File: src/rtl/pic_pkg.sv
// pic_pkg: shared types and constants for the cascade slave responder
// State encoding for the INTA handshake, cascade ID / vector base widths,
// and the level reported when no request is pending at the first INTA.
package pic_pkg;

    typedef enum logic [1:0] {IDLE, INTA1, GAP, INTA2} state_t;

    localparam int CAS_W = 3;
    localparam int VB_W  = 5;

    localparam logic [CAS_W-1:0] SPURIOUS_LEVEL = 3'd7;

endpackage

File: src/rtl/pic_sync_edge.sv
// pic_sync_edge: N-flop synchronizer for an idle-high strobe with fall/rise detection
// Ports:
//   clk     system clock
//   reset   asynchronous active-high reset (chain preset to the idle-high level)
//   d_i     asynchronous input
//   fall_o  one-cycle strobe on a 1->0 transition of the synchronized input
//   rise_o  one-cycle strobe on a 0->1 transition of the synchronized input
module pic_sync_edge #(
    parameter int N = 2
) (
    input  logic clk,
    input  logic reset,
    input  logic d_i,
    output logic fall_o,
    output logic rise_o
);

    logic [N-1:0] s_q;
    logic         prev_q;

    // Preset high so releasing reset never looks like an INTA falling edge.
    always_ff @(posedge clk or posedge reset) begin
        if (reset) begin
            s_q    <= '1;
            prev_q <= 1'b1;
        end else begin
            s_q[0] <= d_i;
            for (int i = 1; i < N; i++) s_q[i] <= s_q[i-1];
            prev_q <= s_q[N-1];
        end
    end

    assign fall_o = prev_q & ~s_q[N-1];
    assign rise_o = ~prev_q & s_q[N-1];

endmodule

File: src/rtl/cascade_slave_responder.sv
// cascade_slave_responder: slave-side INTA handshake, cascade address match and vector drive
// Ports:
//   clk, reset        system clock, asynchronous active-high reset
//   icw_reset         synchronous re-init (ICW1 write)
//   INTA_n, CAS       asynchronous acknowledge and cascade lines from the master
//   SNGL, SP_EN       single mode / master select; disabled as a cascaded master
//   slave_id          this slave's cascade ID (ICW3)
//   int_pending       priority resolver has an unmasked request
//   int_level         highest pending IR level
//   vector_base       vector bits T7..T3 (ICW2)
//   INT               interrupt request out
//   data_oe, data_out vector drive onto the data bus during the second INTA
//   isr_set, isr_level ISR set strobe and latched level
//   cas_match         this device addressed in the current sequence
//   timeout_err       strobe when the second INTA never arrives
module cascade_slave_responder
    import pic_pkg::*;
#(
    parameter int TIMEOUT_CYCLES = 64,
    parameter int SYNC_STAGES    = 2
) (
    input  logic             clk,
    input  logic             reset,
    input  logic             icw_reset,
    input  logic             INTA_n,
    input  logic [CAS_W-1:0] CAS,
    input  logic             SNGL,
    input  logic             SP_EN,
    input  logic [CAS_W-1:0] slave_id,
    input  logic             int_pending,
    input  logic [2:0]       int_level,
    input  logic [VB_W-1:0]  vector_base,
    output logic             INT,
    output logic             data_oe,
    output logic [7:0]       data_out,
    output logic             isr_set,
    output logic [2:0]       isr_level,
    output logic             cas_match,
    output logic             timeout_err
);

    localparam int CW = $clog2(TIMEOUT_CYCLES);
    localparam logic [CW-1:0] CNT_LAST = CW'(TIMEOUT_CYCLES - 1);
    localparam logic [CW-1:0] CNT_SAT  = '1;

    state_t           state_q, state_d;
    logic             int_q, int_d;
    logic             data_oe_q, data_oe_d;
    logic [7:0]       data_out_q, data_out_d;
    logic             isr_set_q, isr_set_d;
    logic [2:0]       isr_level_q, isr_level_d;
    logic             cas_match_q, cas_match_d;
    logic             timeout_err_q, timeout_err_d;
    logic [CW-1:0]    cnt_q, cnt_d;
    logic [CAS_W-1:0] cas_q [SYNC_STAGES];
    logic             inta_fall, inta_rise, active, match_tmp;

    assign active    = SNGL | ~SP_EN;
    assign match_tmp = SNGL | (cas_q[SYNC_STAGES-1] == slave_id);

    pic_sync_edge #(.N(SYNC_STAGES)) u_inta_sync (
        .clk    (clk),
        .reset  (reset),
        .d_i    (INTA_n),
        .fall_o (inta_fall),
        .rise_o (inta_rise)
    );

    always_ff @(posedge clk or posedge reset) begin
        if (reset) begin
            for (int i = 0; i < SYNC_STAGES; i++) cas_q[i] <= '0;
        end else begin
            cas_q[0] <= CAS;
            for (int i = 1; i < SYNC_STAGES; i++) cas_q[i] <= cas_q[i-1];
        end
    end

    always_comb begin
        state_d       = state_q;
        int_d         = 1'b0;
        data_oe_d     = data_oe_q;
        data_out_d    = data_out_q;
        isr_set_d     = 1'b0;
        isr_level_d   = isr_level_q;
        cas_match_d   = cas_match_q;
        timeout_err_d = 1'b0;
        cnt_d         = cnt_q;
        case (state_q)
            IDLE: begin
                int_d = int_pending;
                if (inta_fall) begin
                    // No request left by the first INTA: answer as IR7 like a real 8259.
                    isr_level_d = int_pending ? int_level : SPURIOUS_LEVEL;
                    cas_match_d = 1'b0;
                    int_d       = 1'b0;
                    state_d     = INTA1;
                end
            end
            INTA1: begin
                if (inta_rise) begin
                    cas_match_d = match_tmp;
                    isr_set_d   = match_tmp;
                    cnt_d       = '0;
                    state_d     = GAP;
                end
            end
            GAP: begin
                cnt_d = (cnt_q == CNT_SAT) ? cnt_q : cnt_q + CW'(1);
                if (inta_fall) begin
                    data_oe_d  = cas_match_q;
                    data_out_d = cas_match_q ? {vector_base, isr_level_q} : 8'h00;
                    state_d    = INTA2;
                end else if (cnt_q == CNT_LAST) begin
                    timeout_err_d = 1'b1;
                    cas_match_d   = 1'b0;
                    state_d       = IDLE;
                end
            end
            INTA2: begin
                if (inta_rise) begin
                    data_oe_d   = 1'b0;
                    data_out_d  = 8'h00;
                    cas_match_d = 1'b0;
                    state_d     = IDLE;
                end
            end
            default: state_d = IDLE;
        endcase
        // Re-init and leaving slave/single operation both override any edge this cycle.
        if (icw_reset || !active) begin
            state_d       = IDLE;
            int_d         = 1'b0;
            data_oe_d     = 1'b0;
            data_out_d    = 8'h00;
            isr_set_d     = 1'b0;
            isr_level_d   = 3'd0;
            cas_match_d   = 1'b0;
            timeout_err_d = 1'b0;
            cnt_d         = '0;
        end
    end

    always_ff @(posedge clk or posedge reset) begin
        if (reset) begin
            state_q       <= IDLE;
            int_q         <= 1'b0;
            data_oe_q     <= 1'b0;
            data_out_q    <= 8'h00;
            isr_set_q     <= 1'b0;
            isr_level_q   <= 3'd0;
            cas_match_q   <= 1'b0;
            timeout_err_q <= 1'b0;
            cnt_q         <= '0;
        end else begin
            state_q       <= state_d;
            int_q         <= int_d;
            data_oe_q     <= data_oe_d;
            data_out_q    <= data_out_d;
            isr_set_q     <= isr_set_d;
            isr_level_q   <= isr_level_d;
            cas_match_q   <= cas_match_d;
            timeout_err_q <= timeout_err_d;
            cnt_q         <= cnt_d;
        end
    end

    assign INT         = int_q;
    assign data_oe     = data_oe_q;
    assign data_out    = data_out_q;
    assign isr_set     = isr_set_q;
    assign isr_level   = isr_level_q;
    assign cas_match   = cas_match_q;
    assign timeout_err = timeout_err_q;

endmodule
File: config.mk
export PLATFORM = sky130hd
export DESIGN_NAME = cascade_slave_responder
export DESIGN_NICKNAME = d
export VERILOG_FILES = /design/src/rtl/pic_pkg.sv /design/src/rtl/pic_sync_edge.sv /design/src/rtl/cascade_slave_responder.sv
export SDC_FILE = /design/constraint.sdc
export NUM_CORES = 1
export LEC_CHECK = 0
export BUFFER_PORTS_ARGS = -buffer_cell sky130_fd_sc_hd__buf_2
export CAP_MARGIN = 5
export CORE_MARGIN = 4
export CORE_UTILIZATION = 46
export DETAILED_ROUTE_END_ITERATION = 6
export GPL_ROUTABILITY_DRIVEN = 0
export PLACE_DENSITY = 0.78
export REMOVE_ABC_BUFFERS = 1
export SLEW_MARGIN = 20
export SYNTH_ARGS = -nofsm -noshare
export SYNTH_HDL_FRONTEND = slang
export SYNTH_HIERARCHICAL = 1
export SYNTH_SLANG_ARGS = --single-unit
File: constraint.sdc
create_clock -name clk -period 1.6 [get_ports clk]
set_input_delay 0.32 -clock clk [delete_from_list [all_inputs] [get_ports clk]]
set_output_delay 0.32 -clock clk [all_outputs]
set_load 0.01 [all_outputs]
==> run_results.csv, run 1 <==
group,metric,value,unit
die,io_pins,37,
global_route,grt_pass1_vias,1073,
power,internal_power,0.00129,W
die,die_area,3920,µm²
timing,setup_viol,0,
global_route,antenna_found_initial,0,
die,die_h,62.6,µm
routing,viasPerCell,5.51,
critical_path,cp_slowest_stage_delay,410,ps
synthesis,synthTopCellsByArea,"dfrtp_1, dfstp_2, a22o_1, nand3_1, xnor2_1",
clocking,clk_path_buf_depth,2,
global_route,grt_pass1_wl,4730,µm
hold_path,hold_class,"in -> async",
clocking,clockRootBuffer,"clkbuf_4",
cells_and_area,drive_gt1_share,41.1,%
critical_path,r2r-end,"cas_match$_DFFE_PP0P_",
critical_path,worstPathRequired,1820,ps
power,power_switching,0.000349,W
routing,routed_wl,2760,µm
clocking,cts_buffers,5,
power,switching_share,21.3,%
timing,worstMarginPinSlew,367,ps
cells_and_area,area_delta_synth_final,27.3,%
global_route,grt_max_degree,31,
routing,drt.antenna.violating_nets,0,
timing,holdWs,21.2,ps
critical_path,startpoint_type,"flop",
die,die-width,62.6,µm
critical_path,cp_max_fo,4,
power,clkPwrFrac,39.0,%
synthesis,synth_edf_count,0,
status,outcome,"complete, no violations",
cells_and_area,fillers,237,
critical_path,worstSetupEndpointType,"flop",
routing,first_pass_iters,4,
clocking,cts_tree,"yes",
timing,finalCritPeriodShare,98.3,%
clocking,path_clk_slew,110,ps
synthesis,seq_area_frac_synth,60.5,%
synthesis,synth_top_area_share,54.7,%
synthesis,synth_area_leader_cell,"dfrtp_1",
synthesis,synth.distinct_cells,36,
global_route,grt_overflow_total,0,
cells_and_area,fin_util,62.2,%
timing,hold_viol,0,
critical_path,r2r_cells,5,
critical_path,path_class,"reg -> reg",
timing,fmax,636,MHz
clocking,cts.sink_count,33,
power,leakage,0.900,nW
global_route,grt_usage,15.1,%
critical_path,crit_chain,"ha_1 -> nand3_1 -> o31ai_2 -> o311ai_1 -> a31o_2",
synthesis,synthFlopType,"dfrtp_1",
power,power_density,939,nW/µm²
die,core-area,2810,µm²
job,drv_cap,0,
timing,fin_skew,19.0,ps
routing,route.vias.total,1068,
cells_and_area,nNetsFinal,184,
die,initial_core_util,48.9,%
synthesis,yosysWarnings,6,
cells_and_area,antenna_cells,0,
synthesis,synth_most_common_cell,"dfrtp_1",
synthesis,synth_top_cells_by_count,"dfrtp_1, a22o_1, inv_1, nand3_1, nand2_1",
critical_path,crit_arrival,1800,ps
synthesis,postSynthCellCount,114,
routing,wl_per_cell,14.2,µm
power,p_seq_share,53.1,%
synthesis,async_reset_ff_share,100,%
critical_path,crit_path_start,"cnt_q[1]$_DFFE_PP0P_",
synthesis,ys_ff_latch,33,
synthesis,synth.avg_cell_area,12.0,µm²
place,io_buffers,36,
routing,drcViolationCount,0,
routing,drt_iter0_drc,43,
timing,final_max_slew_viol_count,0,
power,peakVddDrop,0.598,mV
timing,rsz0062_at_grt,"yes",
place,dpl.hpwl,2010,µm
critical_path,setup.reg_to_reg.worst_slack,30,ps
clocking,htree_levels,2,
clocking,insertion_delay,330,ps
synthesis,netlist_area,1370,µm²
critical_path,rr_startpoint,"cnt_q[1]$_DFFE_PP0P_",
critical_path,cp_slowest_cell,"dfrtp_1",
power,combPwrFrac,7.9,%
timing,fin_crit,1570,ps
die,rows,19,
timing,maxSlewHeadroom,75.5,%
how the worst max path moves through the flow:
stage	endpoint	slack, ps	depth (start not counted)
after floorplan	isr_level[0]$_DFFE_PP0P_	-40	4
after global placement	isr_level[0]$_DFFE_PP0P_	20	5
after detailed placement	isr_level[0]$_DFFE_PP0P_	4	5
after CTS	cnt_q[5]$_DFFE_PP0P_	5	5
after global routing	cnt_q[3]$_DFFE_PP0P_	-30	5
final	cas_match$_DFFE_PP0P_	30	5
worst max-delay path: cells and delay by family, from the launching register on:
| family | cells | cell delay, ps |
|---|---|---|
| compound gates | 3 | 710 |
| simple gates | 1 | 140 |
| flops | 1 | 410 |
| fa+ha+maj | 1 | 220 |
cell type report:
type                    instances  area (µm²)  share of cell area (%)
flip-flops and latches         33         831                    47.6
multi-input cells              71         528                    30.3
repair buffers                 43         233                    13.3
clock buffers                   7        55.1                    3.15
well taps                      31        38.8                    2.22
clock inverters                 1        30.0                    1.72
inverters                       8        30.0                    1.72
routing by layer:
layer	wire length, µm	up-vias	part of all wire, %	track usage (%)
li1	-	507	-	-
met4	53	0	1.9	5.79
met3	192	6	7.0	6.12
met1	1190	511	43	18.6
met5	0	-	0	0
met2	1320	44	48	23.8
per-stage QoR:
stage / worst slack, ps / power [W] / TNS (ps) / area [µm²] / instances
after floorplan: -38.1 / 0.000944 / -114 / 1350 / 112
after global placement: 24.1 / 0.000999 / 0 / 1610 / 184
after detailed placement: 4.05 / 0.00100 / 0 / 1610 / 184
after CTS: 5.12 / 0.00164 / 0 / 1710 / 193
after global routing: -29.8 / 0.00172 / -76.2 / 1750 / 194
final: 27.1 / 0.00164 / 0 / 1750 / 194
power by group through the flow:
stage                     registers [W]  logic [W]  clock network [W]
after CTS                      0.000869   0.000123           0.000652
final                          0.000870   0.000130           0.000639
after global placement         0.000884   0.000115                  0
after floorplan                0.000885  0.0000590                  0
after detailed placement       0.000885   0.000118                  0
after global routing           0.000872   0.000145           0.000704
sequential cells by signal, indices dropped and copies added, names as in the netlist:
register and flops:
INT 1, cas_match 1, cas_q 6, cnt_q 6
data_oe 1, data_out 8, isr_level 3, isr_set 1
state_q 2, timeout_err 1, u_inta_sync/prev_q 1, u_inta_sync/s_q 2
kinds of logic (layout without fill, tap and decap cells):
logic type / Yosys count / count (layout) / synth area share, %
AOI/OAI and AO/OA: 27 / 27 / 15.7
xor gates and xnor gates: 4 / 4 / 2.55
adders and majority gates: 1 / 1 / 0.912
buffers and inverters: 10 / 59 / 3.83
DFF: 33 / 33 / 60.5
and+or+nand+nor: 39 / 39 / 16.5
cells in the final DEF, fill, tap and decap left out, types with 2 or more instances in the layout:
cell,netlist,layout
dfrtp_1,30,29
a22o_1,8,8
nor2_1,3,3
dfstp_2,3,3
a41oi_1,2,2
and3_4,1,2
and2_1,2,2
nor2b_4,1,2
nor3_1,3,2
nand3_1,7,7
buf_2,0,36
a31oi_1,2,2
and3_1,5,3
o21ai_0,3,3
xnor2_1,4,4
a311oi_1,3,3
buf_4,0,7
nand2_1,6,5
nand2b_1,4,4
inv_1,8,8
clkbuf_4,0,5
what timing repair did:
item,4_1_cts,5_1_grt
pin swaps,0,2
setup endpoints to repair,2,13
gates cloned,0,0
hold buffers,0,0
resized for setup,2,9
buffers inserted,1,1
No activity file was read; power rests on OpenSTA's default activity.
==> run 2: changes to the inputs <==
- SETUP_SLACK_MARGIN: not set -> 0.15
- clock period: 1.6 -> 1.29 ns (I/O delays scaled with it)
==> run 2 against run 1 <==
  * The run now ends with setup timing left
  * Sequential power increased by 24%
  * Flip-flop and latch count unchanged
  * Clock power grew 51%
  * Utilization up 14 points
  * Count of clock-buffer cells in the layout decreased by 2
  * Sequential share of layout area shrank 8.7 points
  * Combinational power is 92% higher
  * Cell count grew 18%
  * Highest routed layer unchanged
  * Clock skew shrank 7.8 ps
  * Critical endpoint unchanged
  * Setup slack lost 380 ps
  * Worst hold slack better by 7.3 ps
  * Routed wire length rose by 50%
==> run_results.csv, run 2 (same netlist as run 1, synthesis figures left out) <==
group,metric,value,unit
die,io_pins,37,
cells_and_area,final_cell_area,2140,µm²
routing,viasPerCell,5.64,
global_route,grt_pass1_vias,1277,
timing,fin_skew,11.2,ps
global_route,grt_usage,20.0,%
cells_and_area,stdcell_count,229,
clocking,insertion_delay,340,ps
die,die_h,62.6,µm
cells_and_area,antenna_cells,0,
timing,fmax,608,MHz
global_route,grt_pass1_wl,6190,µm
cells_and_area,area_delta_synth_final,55.9,%
hold_path,hold_class,"in -> reg",
die,die-width,62.6,µm
timing,finalCritPeriodShare,127,%
cells_and_area,largest_reg_flops,8,
cells_and_area,drive_gt1_share,57.6,%
timing,fin_crit,1640,ps
critical_path,setup.reg_to_reg.worst_slack,-350,ps
clocking,path_clk_slew,110,ps
status,outcome,"finished, violations left",
global_route,grt_max_degree,31,
timing,setup_slack,-354,ps
critical_path,cp_slowest_cell,"dfstp_2",
power,leakage,1.10,nW
clocking,cts.sink_count,33,
global_route,antenna_found_initial,0,
global_route,grt_overflow_total,0,
die,core-area,2810,µm²
routing,first_pass_iters,4,
routing,wl_per_cell,18.1,µm
critical_path,crit_path_start,"u_inta_sync/s_q[1]$_DFF_PP1_",
critical_path,r2r-end,"cas_match$_DFFE_PP0P_",
timing,hold_viol,0,
critical_path,cp.depth,5,
routing,wl_met1,1500,µm
critical_path,crit_chain,"buf_4 -> nor2b_4 -> o31ai_2 -> o311ai_1 -> a31o_2",
routing,drt.antenna.violating_nets,0,
routing,highest_layer,"met4",
timing,rsz0062_at_grt,"yes",
critical_path,rr_startpoint,"u_inta_sync/s_q[1]$_DFF_PP1_",
clocking,cts_buffers,5,
routing,wl_met2,2230,µm
routing,routed_wl,4150,µm
routing,drt_iter0_drc,69,
critical_path,r2r_cells,5,
timing,worstMarginPinSlew,443,ps
routing,wl_met3,307,µm
critical_path,crit_arrival,1880,ps
die,rows,19,
clocking,cts_tree,"yes",
clocking,clockRootBuffer,"clkbuf_4",
place,io_buffers,36,
timing,holdWs,28.5,ps
die,die_area,3920,µm²
critical_path,crit_path_end,"cas_match$_DFFE_PP0P_",
critical_path,worstSetupEndpointType,"flop",
critical_path,path_class,"reg -> reg",
place,dpl.hpwl,2340,µm
die,initial_core_util,48.9,%
timing,setup_viol,22,
cells_and_area,multi_input_area,614,µm²
routing,route.vias.total,1292,
timing,maxSlewHeadroom,70.0,%
timing,final_max_slew_viol_count,0,
critical_path,worstPathRequired,1530,ps
clocking,htree_levels,2,
power,peakVddDrop,0.778,mV
place,placedCellCount,199,
critical_path,cpLargestDelayFamily,"compound AO/OA/AOI/OAI gates",
critical_path,cp_slowest_stage_delay,550,ps
critical_path,startpoint_type,"flop",
cells_and_area,fillers,175,
cells_and_area,final_cell_mix,"buf_4, buf_2, dfrtp_1",
critical_path,cp_max_fo,5,
place,dpl_cell_area,1720,µm²
status,violations,"setup timing",
power,power_density,1070,nW/µm²
cells_and_area,fin_util,76.2,%
critical_path,path_buf_inv,1,
job,drv_cap,0,
cells_and_area,nNetsFinal,219,
cells_and_area,final_common_cell,"buf_4",
clocking,clk_path_buf_depth,2,
routing,drcViolationCount,0,
cells_and_area,seq_area,831,µm²
[run 2: how the worst min path moves through the flow]
stage	start	end	slack [ps]	cells after the start
after floorplan	reset	u_inta_sync/prev_q$_DFF_PP1_	190	1
after global placement	reset	u_inta_sync/s_q[0]$_DFF_PP1_	310	2
after detailed placement	reset	u_inta_sync/s_q[0]$_DFF_PP1_	320	2
after CTS	INTA_n	u_inta_sync/s_q[0]$_DFF_PP1_	1	1
after global routing	CAS[2]	cas_q[5]$_DFF_PP0_	10	1
final	CAS[2]	cas_q[5]$_DFF_PP0_	30	1
[run 2: per-stage QoR]
stage / total power (W) / setup WS, ps / TNS, ps
2_1_floorplan: 0.00117 / -348 / -2830
3_3_place_gp: 0.00126 / -306 / -4160
3_5_place_dp: 0.00127 / -394 / -5300
4_1_cts: 0.00227 / -266 / -3830
5_1_grt: 0.00238 / -394 / -5200
6_report: 0.00229 / -354 / -4090
[run 2: per-layer routing]
metal / track usage, % / up-vias
met1: 22.8 / 633
met5: 0 / -
met2: 35.2 / 67
met3: 6.47 / 10
li1: - / 582
met4: 6.61 / 0
[run 2: layout make-up]
cell class	count	share of cell area (%)
Clock buffer	5	1.76
Clock inverter	3	3.04
Inverter	8	1.40
Multi-Input combinational cell	71	28.7
Sequential cell	33	38.9
Tap cell	31	1.81
Timing Repair Buffer	78	24.4
[run 2: report_power, final]
part	leakage (nW)	internal (W)	switching, W
logic	0.611	0.000123	0.000126
clock network	0.0552	0.000600	0.000366
registers	0.433	0.00106	0.0000161
total	1.10	0.00178	0.000508
[run 2: repair_timing]
action,4_1_cts,5_1_grt
buffers inserted,8,11
hold buffers,1,1
endpoints found under the setup margin,29,36
pin swaps,18,10
gates resized for setup,20,14
cloned,1,0
endpoints found under the hold margin,3,1
==> run 3: changes to the inputs <==
- CORE_UTILIZATION: 46 -> 45
- PLACE_DENSITY: 0.78 -> 0.77
==> run 3 against run 2 <==
  * The run still ends with setup timing left
  * Clock power shrank 18%
  * Sequential power is essentially flat
  * Utilization shrank 0.99 points
  * Setup slack gained 50 ps
  * Clock skew shrank 5.3 ps
  * Count of clock-buffer cells in the layout grew 2
  * First-iteration DRC count shrank 28%
  * Power shrank 7.6%
  * Cell area shrank 0.47%
  * Cell count shrank 0.87%
  * Critical path depth is the same
  * Combinational power is essentially flat
  * Critical path type unchanged
  * Critical endpoint unchanged
  * Largest cell class unchanged
  * Highest routed layer unchanged
==> run_results.csv, run 3 (same netlist as run 1, synthesis figures left out) <==
group,metric,value,unit
global_route,grt_pass1_vias,1216,
critical_path,crit_chain,"ha_4 -> nand3_1 -> o31ai_2 -> o311ai_1 -> a31o_2",
timing,hold_viol,0,
clocking,path_clk_slew,90,ps
timing,setup_viol,22,
routing,wl_per_cell,15.8,µm
critical_path,r2r_cells,5,
hold_path,min-delay-start,"icw_reset",
cells_and_area,area_delta_synth_final,55.2,%
routing,viasPerCell,5.41,
cells_and_area,final_common_cell,"buf_2",
timing,rsz0062_at_grt,"yes",
cells_and_area,final_cell_mix,"buf_2, buf_4, dfrtp_1",
critical_path,crit_arrival,1830,ps
cells_and_area,antenna_cells,0,
die,die_h,63.2,µm
timing,fin_skew,5.93,ps
routing,drt.antenna.violating_nets,0,
timing,fmax,627,MHz
cells_and_area,drive_gt1_share,56.1,%
critical_path,cp_max_fo,4,
timing,fin_crit,1590,ps
global_route,grt_overflow_total,0,
clocking,cts_tree,"yes",
routing,first_pass_iters,4,
status,violations,"setup timing",
die,die-width,63.2,µm
place,io_buffers,36,
critical_path,cp_slowest_cell,"dfrtp_1",
critical_path,cpLargestDelayFamily,"compound AO/OA/AOI/OAI gates",
clocking,htree_levels,2,
routing,route.vias.total,1228,
die,core-area,2830,µm²
timing,final_max_slew_viol_count,0,
critical_path,startpoint_type,"flop",
die,die_area,3990,µm²
clocking,clk_path_buf_depth,2,
hold_path,hold_class,"in -> reg",
global_route,grt_max_degree,31,
critical_path,path_buf_inv,0,
timing,worstMarginPinSlew,357,ps
cells_and_area,fillers,184,
cells_and_area,nNetsFinal,217,
critical_path,setup.reg_to_reg.worst_slack,-300,ps
critical_path,r2r-end,"cas_match$_DFFE_PP0P_",
clocking,cts.sink_count,33,
power,power_density,996,nW/µm²
critical_path,rr_startpoint,"cnt_q[1]$_DFFE_PP0P_",
critical_path,path_class,"reg -> reg",
routing,drt_iter0_drc,50,
status,outcome,"finished, violations left",
timing,setup_slack,-304,ps
cells_and_area,largest_reg_flops,8,
global_route,grt_pass1_wl,5650,µm
global_route,grt_usage,18.3,%
global_route,antenna_found_initial,0,
job,drv_cap,0,
critical_path,worstPathRequired,1530,ps
timing,maxSlewHeadroom,75.8,%
clocking,cts_buffers,5,
die,initial_core_util,48.5,%
routing,drcViolationCount,0,
cells_and_area,fin_util,75.2,%
place,pre_cts_ws,-340,ps
critical_path,worstSetupEndpointType,"flop",
hold_path,holdPathEnd,"isr_set$_DFF_PP0_",
routing,routed_wl,3580,µm
critical_path,crit_path_start,"cnt_q[1]$_DFFE_PP0P_",
timing,finalCritPeriodShare,124,%
power,leakage,1.09,nW
place,dpl.hpwl,2260,µm
clocking,clockRootBuffer,"clkbuf_4",
die,io_pins,37,
critical_path,cp_slowest_stage_delay,400,ps
clocking,insertion_delay,340,ps
power,peakVddDrop,0.737,mV
hold_path,hold_path_depth,2,
die,rows,19,
-- run 3: per-stage QoR --
step	power, W	hold slack (ps)	std cells	instance area (µm²)	TNS (ps)
finish	0.00212	126	227	2130	-3190
global route	0.00223	106	227	2130	-4630
CTS	0.00209	6.82	216	1950	-3030
detailed placement	0.00126	327	196	1700	-5050
global placement	0.00125	313	196	1700	-3870
floorplan	0.00117	191	112	1350	-2830
-- run 3: worst max-delay path by stage --
stage,end,cells past startpoint
floorplan,isr_level[0]$_DFFE_PP0P_,4
global placement,cas_match$_DFFE_PP0P_,6
detailed placement,cas_match$_DFFE_PP0P_,6
CTS,cnt_q[5]$_DFFE_PP0P_,5
global route,cas_match$_DFFE_PP0P_,5
finish,cas_match$_DFFE_PP0P_,5
-- run 3: final cells by class --
type	instances	area, µm²	share of cell area (%)
flip-flops and latches	33	831	39.0
inverters	8	30.0	1.41
clock inverters	1	30.0	1.41
repair buffers	76	518	24.3
well taps	31	38.8	1.82
clock buffers	7	55.1	2.59
multi-input cells	71	626	29.4
-- run 3: report_power, final --
group	switching [W]	internal, W	leakage (nW)	total [W]
sequential	0.0000151	0.00106	0.433	0.00108
clock	0.000332	0.000463	0.0455	0.000795
combinational	0.000119	0.000128	0.610	0.000247
total	0.000466	0.00165	1.09	0.00212
-- run 3: repair_timing --
item                                    4_1_cts  5_1_grt
endpoints found under the setup margin       32       38
hold buffers                                  2        3
hold endpoints to repair                     28        3
buffers inserted                             10        8
resized for setup                            20       19
pin swaps                                    10        9
-- run 3: layer usage --
layer	GRT usage, %	part of all wire (%)
met1	21.6	39
met2	29.9	51
met3	7.64	7.8
met4	6.47	2.2
met5	0	0
